`config.mk`:
```
export PLATFORM = sky130hd
export DESIGN_NAME = spgd_meas_sched_flat
export DESIGN_NICKNAME = d
export VERILOG_FILES = /design/src/rtl/spgd_meas_sched_if.sv /design/src/rtl/spgd_meas_sched.sv /design/src/flat_wrapper.sv
export SDC_FILE = /design/constraint.sdc
export NUM_CORES = 1
export LEC_CHECK = 0
export CORE_MARGIN = 3
export CORE_UTILIZATION = 45
export DETAILED_ROUTE_END_ITERATION = 12
export PLACE_DENSITY_LB_ADDON = 0.05
export SLEW_MARGIN = 15
export SYNTH_ARGS = -nofsm -noshare
export SYNTH_HDL_FRONTEND = slang
export SYNTH_SLANG_ARGS = --single-unit
```
`constraint.sdc`:
```
create_clock -name ADC_CLK -period 11.05 [get_ports ADC_CLK]
set_input_delay 1.105 -clock ADC_CLK [delete_from_list [all_inputs] [get_ports ADC_CLK]]
set_output_delay 1.105 -clock ADC_CLK [all_outputs]
set_load 0.01 [all_outputs]
```
`src/rtl/spgd_meas_sched_if.sv`:
```
// Result channel from the SPGD measurement sequencer to the gradient-update logic.
// Handshake: the master holds MEAS_VALID and the J_* words stable until it samples
// MEAS_READY high on a rising edge; the transfer happens on the first edge where both are 1.
// MEAS_READY may be raised before MEAS_VALID and must not depend on MEAS_VALID combinationally.
interface spgd_meas_sched_if #(
    parameter int FP_WIDTH = 64
);
    logic [FP_WIDTH-1:0] J_PLUS;
    logic [FP_WIDTH-1:0] J_MINUS;
    logic [FP_WIDTH-1:0] J_DELTA;
    logic                MEAS_VALID;
    logic                MEAS_READY;

    modport master (
        output J_PLUS,
        output J_MINUS,
        output J_DELTA,
        output MEAS_VALID,
        input  MEAS_READY
    );

    modport slave (
        input  J_PLUS,
        input  J_MINUS,
        input  J_DELTA,
        input  MEAS_VALID,
        output MEAS_READY
    );
endinterface

```
`src/rtl/spgd_meas_sched.sv`:
```
// SPGD measurement sequencer: runs a +/- perturbation measurement pair through the
// calibrated ADC path and presents both words and their difference on a valid/ready channel.
module spgd_meas_sched #(
    parameter int FP_WIDTH       = 64,
    parameter int SETTLE_WIDTH   = 16,
    parameter int TIMEOUT_CYCLES = 65536
) (
    input  logic                    ADC_CLK,
    input  logic                    REG_RST,
    input  logic                    START,
    input  logic                    CONTINUOUS,
    input  logic [SETTLE_WIDTH-1:0] SETTLE_CYCLES,
    output logic                    PERT_SIGN,
    output logic                    PERT_VALID,
    output logic                    ADC_EN,
    input  logic                    ADC_DONE,
    input  logic [FP_WIDTH-1:0]     ADC_CAL_OUT,
    output logic                    BUSY,
    output logic                    TIMEOUT_ERR,
    output logic [3:0]              dbg_state,
    spgd_meas_sched_if.master       meas
);

    typedef enum logic [3:0] {
        IDLE     = 4'd0,
        SET_P    = 4'd1,
        SETTLE_P = 4'd2,
        ACQ_P    = 4'd3,
        CAP_P    = 4'd4,
        SET_M    = 4'd5,
        SETTLE_M = 4'd6,
        ACQ_M    = 4'd7,
        CAP_M    = 4'd8,
        PRESENT  = 4'd9,
        ERR      = 4'd10
    } state_t;

    localparam int            TW     = (TIMEOUT_CYCLES > 1) ? $clog2(TIMEOUT_CYCLES) : 1;
    localparam logic [TW-1:0] T_LAST = TW'(TIMEOUT_CYCLES - 1);

    state_t                  state;
    state_t                  state_next;
    logic [SETTLE_WIDTH-1:0] settle_cnt;
    logic [TW-1:0]           acq_cnt;
    logic                    settle_done;
    logic                    acq_timeout;
    logic                    in_settle;
    logic                    in_acq;

    // A settle count of 0 or 1 both give a single settle cycle.
    assign in_settle   = (state == SETTLE_P) || (state == SETTLE_M);
    assign in_acq      = (state == ACQ_P) || (state == ACQ_M);
    assign settle_done = (settle_cnt <= SETTLE_WIDTH'(1));
    assign acq_timeout = (acq_cnt == T_LAST);

    always_ff @(posedge ADC_CLK or posedge REG_RST) begin
        if (REG_RST) begin
            state <= IDLE;
        end else begin
            state <= state_next;
        end
    end

    always_comb begin
        state_next = state;
        case (state)
            IDLE:     if (START) state_next = SET_P;
            SET_P:    state_next = SETTLE_P;
            SETTLE_P: if (settle_done) state_next = ACQ_P;
            ACQ_P: begin
                if (ADC_DONE)         state_next = CAP_P;
                else if (acq_timeout) state_next = ERR;
            end
            CAP_P:    state_next = SET_M;
            SET_M:    state_next = SETTLE_M;
            SETTLE_M: if (settle_done) state_next = ACQ_M;
            ACQ_M: begin
                if (ADC_DONE)         state_next = CAP_M;
                else if (acq_timeout) state_next = ERR;
            end
            CAP_M:    state_next = PRESENT;
            PRESENT:  if (meas.MEAS_READY) state_next = CONTINUOUS ? SET_P : IDLE;
            ERR:      state_next = ERR;
            default:  state_next = IDLE;
        endcase
    end

    always_ff @(posedge ADC_CLK or posedge REG_RST) begin
        if (REG_RST) begin
            settle_cnt <= '0;
            acq_cnt    <= '0;
        end else begin
            if ((state == SET_P) || (state == SET_M)) begin
                settle_cnt <= SETTLE_CYCLES;
            end else if (in_settle && !settle_done) begin
                settle_cnt <= settle_cnt - 1'b1;
            end
            acq_cnt <= in_acq ? acq_cnt + 1'b1 : '0;
        end
    end

    // Strobes and enables are registered from the next state so they line up with it.
    always_ff @(posedge ADC_CLK or posedge REG_RST) begin
        if (REG_RST) begin
            PERT_SIGN    <= 1'b0;
            PERT_VALID   <= 1'b0;
            ADC_EN       <= 1'b0;
            meas.J_PLUS  <= '0;
            meas.J_MINUS <= '0;
            meas.J_DELTA <= '0;
        end else begin
            PERT_VALID <= (state_next == SET_P) || (state_next == SET_M);
            if (state_next == SET_P) begin
                PERT_SIGN <= 1'b1;
            end else if (state_next == SET_M) begin
                PERT_SIGN <= 1'b0;
            end
            ADC_EN <= (state_next == ACQ_P) || (state_next == ACQ_M);
            if (state == CAP_P) begin
                meas.J_PLUS <= ADC_CAL_OUT;
            end
            if (state == CAP_M) begin
                meas.J_MINUS <= ADC_CAL_OUT;
                meas.J_DELTA <= meas.J_PLUS - ADC_CAL_OUT;
            end
        end
    end

    assign meas.MEAS_VALID = (state == PRESENT);
    assign BUSY            = (state != IDLE);
    assign TIMEOUT_ERR     = (state == ERR);
    assign dbg_state       = state;

endmodule
```
`src/flat_wrapper.sv`:
```
// flat-port wrapper written by rule: the top's interface ports become plain ports
module spgd_meas_sched_flat 
#(
    parameter int FP_WIDTH       = 64,
    parameter int SETTLE_WIDTH   = 16,
    parameter int TIMEOUT_CYCLES = 65536
)
  (ADC_CLK, REG_RST, START, CONTINUOUS, SETTLE_CYCLES, PERT_SIGN, PERT_VALID, ADC_EN, ADC_DONE, ADC_CAL_OUT, BUSY, TIMEOUT_ERR, dbg_state, meas_J_PLUS, meas_J_MINUS, meas_J_DELTA, meas_MEAS_VALID, meas_MEAS_READY);
  spgd_meas_sched_if #(.FP_WIDTH(FP_WIDTH)) meas_i ();
  input  logic ADC_CLK;
  input  logic REG_RST;
  input  logic START;
  input  logic CONTINUOUS;
  input  logic [SETTLE_WIDTH-1:0] SETTLE_CYCLES;
  output logic PERT_SIGN;
  output logic PERT_VALID;
  output logic ADC_EN;
  input  logic ADC_DONE;
  input  logic [FP_WIDTH-1:0] ADC_CAL_OUT;
  output logic BUSY;
  output logic TIMEOUT_ERR;
  output logic [3:0] dbg_state;
  output wire logic [$bits(meas_i.J_PLUS)-1:0] meas_J_PLUS;
  output wire logic [$bits(meas_i.J_MINUS)-1:0] meas_J_MINUS;
  output wire logic [$bits(meas_i.J_DELTA)-1:0] meas_J_DELTA;
  output wire logic [$bits(meas_i.MEAS_VALID)-1:0] meas_MEAS_VALID;
  input wire logic [$bits(meas_i.MEAS_READY)-1:0] meas_MEAS_READY;
  assign meas_J_PLUS = meas_i.J_PLUS;
  assign meas_J_MINUS = meas_i.J_MINUS;
  assign meas_J_DELTA = meas_i.J_DELTA;
  assign meas_MEAS_VALID = meas_i.MEAS_VALID;
  assign meas_i.MEAS_READY = meas_MEAS_READY;
  spgd_meas_sched #(.FP_WIDTH(FP_WIDTH), .SETTLE_WIDTH(SETTLE_WIDTH), .TIMEOUT_CYCLES(TIMEOUT_CYCLES)) u_core (.ADC_CLK(ADC_CLK), .REG_RST(REG_RST), .START(START), .CONTINUOUS(CONTINUOUS), .SETTLE_CYCLES(SETTLE_CYCLES), .PERT_SIGN(PERT_SIGN), .PERT_VALID(PERT_VALID), .ADC_EN(ADC_EN), .ADC_DONE(ADC_DONE), .ADC_CAL_OUT(ADC_CAL_OUT), .BUSY(BUSY), .TIMEOUT_ERR(TIMEOUT_ERR), .dbg_state(dbg_state), .meas(meas_i));
endmodule
```
; ---- After elaboration in Yosys (flattened, before gate mapping)
; Cells that the tools add are included.
[totals]
register_bits = 231
input_bits = 86
out_inout_bits = 202
[classes]
add_sub_neg = 3
n_lt_le_gt_ge = 1
eq_ne = 15
mux = 14
n_reduce_logical = 11
[ops]
columns = operator, count
row1 = 64-bit subtractor, 1
row2 = 16-bit two-way mux, 3
row3 = 4-bit one-hot mux with 11 select lines, 1
row4 = 4-bit two-way mux, 7
row5 = "4-bit by 3-bit == test with 1-bit output, second input constant", 6
row6 = "16-bit by 1-bit adder with 16-bit output, second input constant", 1
row7 = "16-bit == test, second input constant", 1
row8 = "16-bit by 1-bit less-or-equal comparator with 1-bit output, second input constant", 1
row9 = "16-bit by 1-bit subtractor with 16-bit output, second input constant", 1
row10 = "4-bit by 2-bit == test with 1-bit output, second input constant", 3
row11 = "4-bit == test, second input constant", 3
row12 = "4-bit by 1-bit == test with 1-bit output, second input constant", 2
row13 = 1-bit logical OR, 5
row14 = 4-bit zero test, 1
row15 = 2-bit nonzero test, 2
row16 = 4-bit nonzero test, 1
row17 = 1-bit two-way mux, 3
row18 = 1-bit logical AND, 1
row19 = 1-bit zero test, 1

; ---- Logic depth before layout (Yosys ltp)
; Gate-level depths: netlist of the first run.
[logic_depth]
ltp_word = 7
mapped_depth = 12

; ---- Least setup slack after synthesis of the first run
; No wires, ideal clock.
[synth_timing]
path_type = in2reg
start = in ADC_CAL_OUT[0]
end = reg u_core.meas.J_DELTA[46]
setup_time_ns = 0.069
t_arrival_ns = 3.551
path_slack_ns = 7.431
path_stages = 11
path_buffers = 0
cell_sequence = ha_1 -> fa_1 -> nand2b_1 -> a21o_1 -> a2111oi_2 -> o2111ai_1 -> a211oi_2 -> a21o_2 -> a21oi_2 -> or4_1 -> nand3_1
[synth_between]
elab_chain_len = 1
[synth_rtl]
columns = element, line_no
row1 = "start, declared", flat_wrapper.sv:19  ; input logic [FP_WIDTH-1:0] ADC_CAL_OUT;
row2 = 64-bit subtractor, spgd_meas_sched.sv:124  ; meas.J_DELTA <= meas.J_PLUS - ADC_CAL_OUT;
row3 = "end signal, assigned", spgd_meas_sched.sv:124
row4 = "end, declared", spgd_meas_sched_if.sv:17  ; output J_DELTA,
; Every way passes these cells.
; A chain may end at the register's enable or synchronous reset.

; ---- Worst setup path after layout of the first run
; Ends and elaborated chain as after synthesis.

==> flow_metrics.env, run 1 <==
export IMPL_outcome="complete, no violations"
export IMPL_syn_inst=1353
export IMPL_place_hpwl_mm=25.1
export IMPL_final_util_pct=61.1
export IMPL_multiInputGateArea_um2=6260
export IMPL_skew_ps=17.2
export IMPL_synth_warnings=0
export IMPL_grt_max_degree=96
export IMPL_arrival_ps=4580
export IMPL_routedWlPerCell_um=17.1
export IMPL_nNetsFinal=1766
export IMPL_cts_setup_buffers=0
export IMPL_firstDrtPassIters=7
export IMPL_synth_edf_count=0
export IMPL_finalHoldViolCount=0
export IMPL_routed_wl_mm=34.3
export IMPL_grt_pass1_vias=10373
export IMPL_final_common_cell="clkdlybuf4s50_1"
export IMPL_hp_class="reg2reg"
export IMPL_viasPerCell=5.34
export IMPL_ff2ff_path_depth=12
export IMPL_antenna_found_initial=1
export IMPL_crit_path_start_kind="input pin"
export IMPL_ys_async_sr_fraction_pct=100
export IMPL_routed_via_count=10702
export IMPL_finalCritPeriodShare_pct=37.2
export IMPL_fp_row_count=60
export IMPL_max_clock_freq_mhz=243
export IMPL_rr_startpoint="u_core.meas.J_PLUS[0]"
export IMPL_path_max_fanout=3
export IMPL_finalSetupTns_ps=0
export IMPL_drc=0
export IMPL_initial_core_util_pct=46.3
export IMPL_reg2reg_slack_ps=7590
export IMPL_die_w_um=173
export IMPL_post_cts_resized=0
export IMPL_min_to="u_core.meas.J_MINUS[54]"
export IMPL_path_clk_slew_ps=60
export IMPL_grt_pass1_wl_mm=55.8
export IMPL_synth_area_um2=12600
export IMPL_cts_buffers=27
export IMPL_syn_num_nets=1506
export IMPL_layout_cells_most_common_list="clkdlybuf4s50_1, dfrtp_1, nand2_1"
export IMPL_cts_root_buffer="clkbuf_16"
export IMPL_power_w=0.00496
export IMPL_setup_slack_ps=6940
export IMPL_seq_area_frac_synth_pct=45.8
export IMPL_power_density_nw_per_um2=298
export IMPL_grt_usage_pct=22.3
export IMPL_irDropWorstVdd_mv=0.144
export IMPL_die_h_um=173
export IMPL_crit_path_end_kind="flop"
export IMPL_grt_overflow=0
export IMPL_ys_ff_latch=231
export IMPL_synth_area_leaders="dfrtp_1, ha_1, o21ai_0"
export IMPL_netlist_cell_type_count=70
export IMPL_cts_htree_levels=1
export IMPL_ys_flop_type="dfrtp_1"
export IMPL_drv_slew=0
export IMPL_core_um2=27300
export IMPL_diodes=0
export IMPL_portBuffers=287
export IMPL_relSlewSlack_pct=38.2
export IMPL_critPathKind="in2reg"
export IMPL_cts_sinks=231
export IMPL_gp_congestion=0.868
export IMPL_crit_start="ADC_CAL_OUT[0]"
export IMPL_worst_pin_slew_ps=927
export IMPL_max_cap_violations=0
export IMPL_p_leak_nw=7.48
export IMPL_hold_depth=2
export IMPL_min_delay_start="u_core.meas.J_MINUS[54]"
export IMPL_io_pins=288
export IMPL_register_area_um2=5780
export IMPL_setup_viol=0
export IMPL_drive_gt1_share_pct=8.09
export IMPL_syn2layout_area_growth_pct=31.9
export IMPL_rsz0062_at_grt="false"
export IMPL_avgSynthCellArea_um2=9.32
export IMPL_r2r_end="u_core.meas.J_DELTA[46]"
export IMPL_place_ws_ps=6380
export IMPL_synth_top_area_cell="dfrtp_1"
export IMPL_fill_cells=2377
export IMPL_clock_path_buffers=3
export IMPL_cts_tree="done"
export IMPL_min_period_ps=4110
export IMPL_clkLatencyLatePin_ps=530
export IMPL_die_area_um2=30100
export IMPL_postRouteAntennaNets=0
export IMPL_cts_hold_buf=0
export IMPL_netlist_area_leader_share_pct=45.8
export IMPL_cp_required_ps=11510
export IMPL_drt_iter0_drc=734
[worst max-delay path, stage by stage]
cell and delay [ps]:
clkdlybuf4s50_1 450, ha_1 240, fa_1 420, nand2b_1 180
a21o_1 190, a2111oi_2 540, o2111ai_1 220, a211oi_2 390
a21o_2 210, a21oi_2 70, or4_1 460, nand3_1 90
[metal layers]
metal | vias up | share of wire [%] | GRT usage (%)
met3 | 53 | 7.0 | 5.39
met1 | 5095 | 47 | 32.0
met5 | - | 0.058 | 0
li1 | 5252 | - | -
met2 | 300 | 44 | 34.3
met4 | 2 | 2.5 | 5.37
[kinds of logic after synthesis]
kind of cell	Yosys count	synth area share, %
mux	65	5.79
compound gates	357	17.1
flops	231	45.8
xor+xnor	72	5.00
simple gates	410	14.9
fa+ha+maj	67	6.71
buf+inv	151	4.59
[Yosys cell counts (all sizes together) (2+ instances only)]
cell     instances
and2            11
nand3b           3
o21ai          159
nor3            23
nand2b           6
a211oi           7
a31oi            6
and4             2
xnor2           39
or3             10
a211o            6
a21boi           7
or4              4
o2111ai          2
o31ai           10
nand3           30
o21bai           9
a221o            4
a21o            27
nor2b            8
a21oi           82
mux2            64
clkbuf          53
o211ai           6
a311oi           3
inv             87
nor2            58
nor4             8
nand2          203
or2              2
a31o             2
dfrtp          231
ha              66
nand4           25
o221ai           3
xor2            33
o311ai           2
o31a             2
o21a            10
and3            12
buf             11
[through the flow]
step	std cells	hold slack, ps	cell area, um^2
after CTS	2003	481	16600
after global routing	2003	498	16600
after global placement	1956	451	15800
final	2003	476	16600
after floorplan	1353	455	12600
after detailed placement	1956	467	15800
[flip-flops by register name (all words and copies together), names as in the netlist]
signal               count
u_core.ADC_EN            1
u_core.PERT_SIGN         1
u_core.PERT_VALID        1
u_core.acq_cnt          16
u_core.dbg_state         4
u_core.meas.J_DELTA     64
u_core.meas.J_MINUS     64
u_core.meas.J_PLUS      64
u_core.settle_cnt       16
[worst max path at each step]
| stage | slack, ps | to | cells past startpoint |
|---|---|---|---|
| 2_1_floorplan | 3610 | u_core.ADC_EN | 1 |
| 6_report | 6940 | u_core.meas.J_DELTA[46] | 12 |
| 3_5_place_dp | 6380 | u_core.meas.J_DELTA[46] | 12 |
| 4_1_cts | 6930 | u_core.meas.J_DELTA[46] | 12 |
| 3_3_place_gp | 6460 | u_core.meas.J_DELTA[46] | 12 |
| 5_1_grt | 6740 | u_core.meas.J_DELTA[46] | 12 |
[where the power goes]
part	switching (W)	internal (W)	total (W)
logic	0.00130	0.00129	0.00260
clock network	0.000345	0.000526	0.000870
registers	0.000275	0.00121	0.00149
total	0.00192	0.00303	0.00496
[final cells by class]
type | count | area share, %
Sequential cell | 231 | 34.7
Multi-Input combinational cell | 971 | 37.6
Inverter | 87 | 2.01
Clock buffer | 38 | 4.61
Tap cell | 372 | 2.80
Timing Repair Buffer | 295 | 17.6
Clock inverter | 9 | 0.572
Power figures use the tool's default switching activity.
==> run 2: changes to the inputs <==
==> constraint.sdc (replaced) <==
create_clock -name ADC_CLK -period 3.85 [get_ports ADC_CLK]
set_input_delay 0.385 -clock ADC_CLK [delete_from_list [all_inputs] [get_ports ADC_CLK]]
set_output_delay 0.385 -clock ADC_CLK [all_outputs]
set_load 0.01 [all_outputs]
==> flow_metrics.env, run 2 (same netlist as run 1, synthesis figures left out) <==
export IMPL_outcome="complete, no violations"
export IMPL_irDropWorstVdd_mv=0.458
export IMPL_portBuffers=287
export IMPL_post_cts_resized=0
export IMPL_fp_row_count=60
export IMPL_cts_root_buffer="clkbuf_16"
export IMPL_die_area_um2=30100
export IMPL_path_clk_slew_ps=60
export IMPL_rsz0062_at_grt="false"
export IMPL_routed_wl_mm=34.5
export IMPL_postRouteAntennaNets=0
export IMPL_viasPerCell=5.32
export IMPL_cts_buffers=28
export IMPL_cts_setup_buffers=0
export IMPL_min_period_ps=3280
export IMPL_cts_tree="done"
export IMPL_p_leak_nw=7.63
export IMPL_io_pins=288
export IMPL_worstPathCellList="inv_1, ha_1, fa_1, nand2b_1, a21o_1, a2111oi_2, buf_4, o2111ai_1, a211oi_2, a21o_2, a21oi_2, or4_1, nand3_1"
export IMPL_critPathKind="reg2reg"
export IMPL_diodes=0
export IMPL_antenna_found_initial=1
export IMPL_crit_path_top_delay_cell="or4_1"
export IMPL_max_clock_freq_mhz=305
export IMPL_rr_startpoint="u_core.meas.J_PLUS[0]"
export IMPL_grt_overflow=0
export IMPL_place_hpwl_mm=25.5
export IMPL_max_cap_violations=0
export IMPL_grt_pass1_vias=10815
export IMPL_drv_slew=0
export IMPL_clkLatencyLatePin_ps=530
export IMPL_die_w_um=173
export IMPL_drive_gt1_share_pct=9.33
export IMPL_routedWlPerCell_um=17.1
export IMPL_cts_hold_buf=0
export IMPL_finalSetupTns_ps=0
export IMPL_crit_start="u_core.meas.J_PLUS[0]"
export IMPL_cp_required_ps=4320
export IMPL_ff2ff_path_depth=13
export IMPL_drt_iter0_drc=683
export IMPL_arrival_ps=3740
export IMPL_core_um2=27300
export IMPL_syn2layout_area_growth_pct=34.3
export IMPL_hold_ws_ps=356
export IMPL_nNetsFinal=1786
export IMPL_path_max_fanout=2
export IMPL_grt_usage_pct=22.7
export IMPL_final_common_cell="clkdlybuf4s50_1"
export IMPL_cpPeakStageDelay_ps=470
export IMPL_skew_ps=13.0
export IMPL_grt_pass1_wl_mm=57.2
export IMPL_power_density_nw_per_um2=861
export IMPL_clock_path_buffers=3
export IMPL_relSlewSlack_pct=23.4
export IMPL_cts_sinks=231
export IMPL_layout_cells_most_common_list="clkdlybuf4s50_1, dfrtp_1, nand2_1"
export IMPL_drc=0
export IMPL_grt_max_degree=149
export IMPL_cts_htree_levels=1
export IMPL_crit_path_end_kind="flop"
export IMPL_routed_via_count=10753
export IMPL_reg_top3="u_core.meas.J_DELTA x64, u_core.meas.J_MINUS x64, u_core.meas.J_PLUS x64"
export IMPL_hp_class="in2async"
export IMPL_gp_congestion=0.860
export IMPL_initial_core_util_pct=46.3
export IMPL_finalCritPeriodShare_pct=85.1
export IMPL_finalHoldViolCount=0
export IMPL_firstDrtPassIters=5
export IMPL_setup_viol=0
export IMPL_die_h_um=173
export IMPL_worst_pin_slew_ps=1140
export IMPL_crit_path_start_kind="flop"
run 2: path summary, 6_finish.rpt:
| kind | to | slack, ps |
|---|---|---|
| max | u_core.meas.J_DELTA[46] | 570 |
| min | u_core.meas.J_DELTA[7] | 360 |
| max reg2reg | u_core.meas.J_DELTA[46] | 570 |
| min reg2reg | u_core.meas.J_DELTA[12] | 460 |
| max in group asynchronous | u_core.meas.J_MINUS[38] | 2770 |
| min in group ADC_CLK | u_core.settle_cnt[13] | 400 |
run 2: stage by stage:
step	total power [W]	util (%)	setup slack, ps	instances	instance area (um^2)
global placement	0.0118	58.6	142	1975	16000
CTS	0.0147	62.2	549	2023	16900
floorplan	0.00852	-	443	1353	12600
global route	0.0157	62.2	336	2023	16900
detailed placement	0.0119	58.6	121	1975	16000
finish	0.0146	62.2	574	2023	16900
run 2: worst max-delay path, delay by kind of cell (launching register included):
kind | cells | cell delay [ps]
AO/OA/AOI/OAI | 6 | 1240
AND/OR/NAND/NOR | 3 | 750
adder cells (fa/ha/maj) | 2 | 640
flip-flops | 1 | 350
buffers and inverters | 2 | 240
run 2: routing by layer:
layer / vias up / GRT usage, % / part of all wire (%)
met5: - / 0 / 0.038
li1: 5277 / - / -
met4: 2 / 4.36 / 2.0
met1: 5145 / 32.2 / 46
met2: 288 / 36.7 / 46
met3: 41 / 4.49 / 5.8
run 2: layout make-up:
cell class / count / area [um^2]
Fill cell: 2351 / 10300
Multi-Input combinational cell: 971 / 6260
Sequential cell: 231 / 5780
Timing Repair Buffer: 314 / 3140
Clock buffer: 41 / 851
Tap cell: 372 / 465
Inverter: 87 / 330
Clock inverter: 7 / 110
run 2: power by group:
part | switching, W | internal [W] | total, W
clock | 0.00102 | 0.00171 | 0.00273
combinational | 0.00377 | 0.00380 | 0.00757
sequential | 0.000801 | 0.00348 | 0.00428
total | 0.00559 | 0.00900 | 0.0146
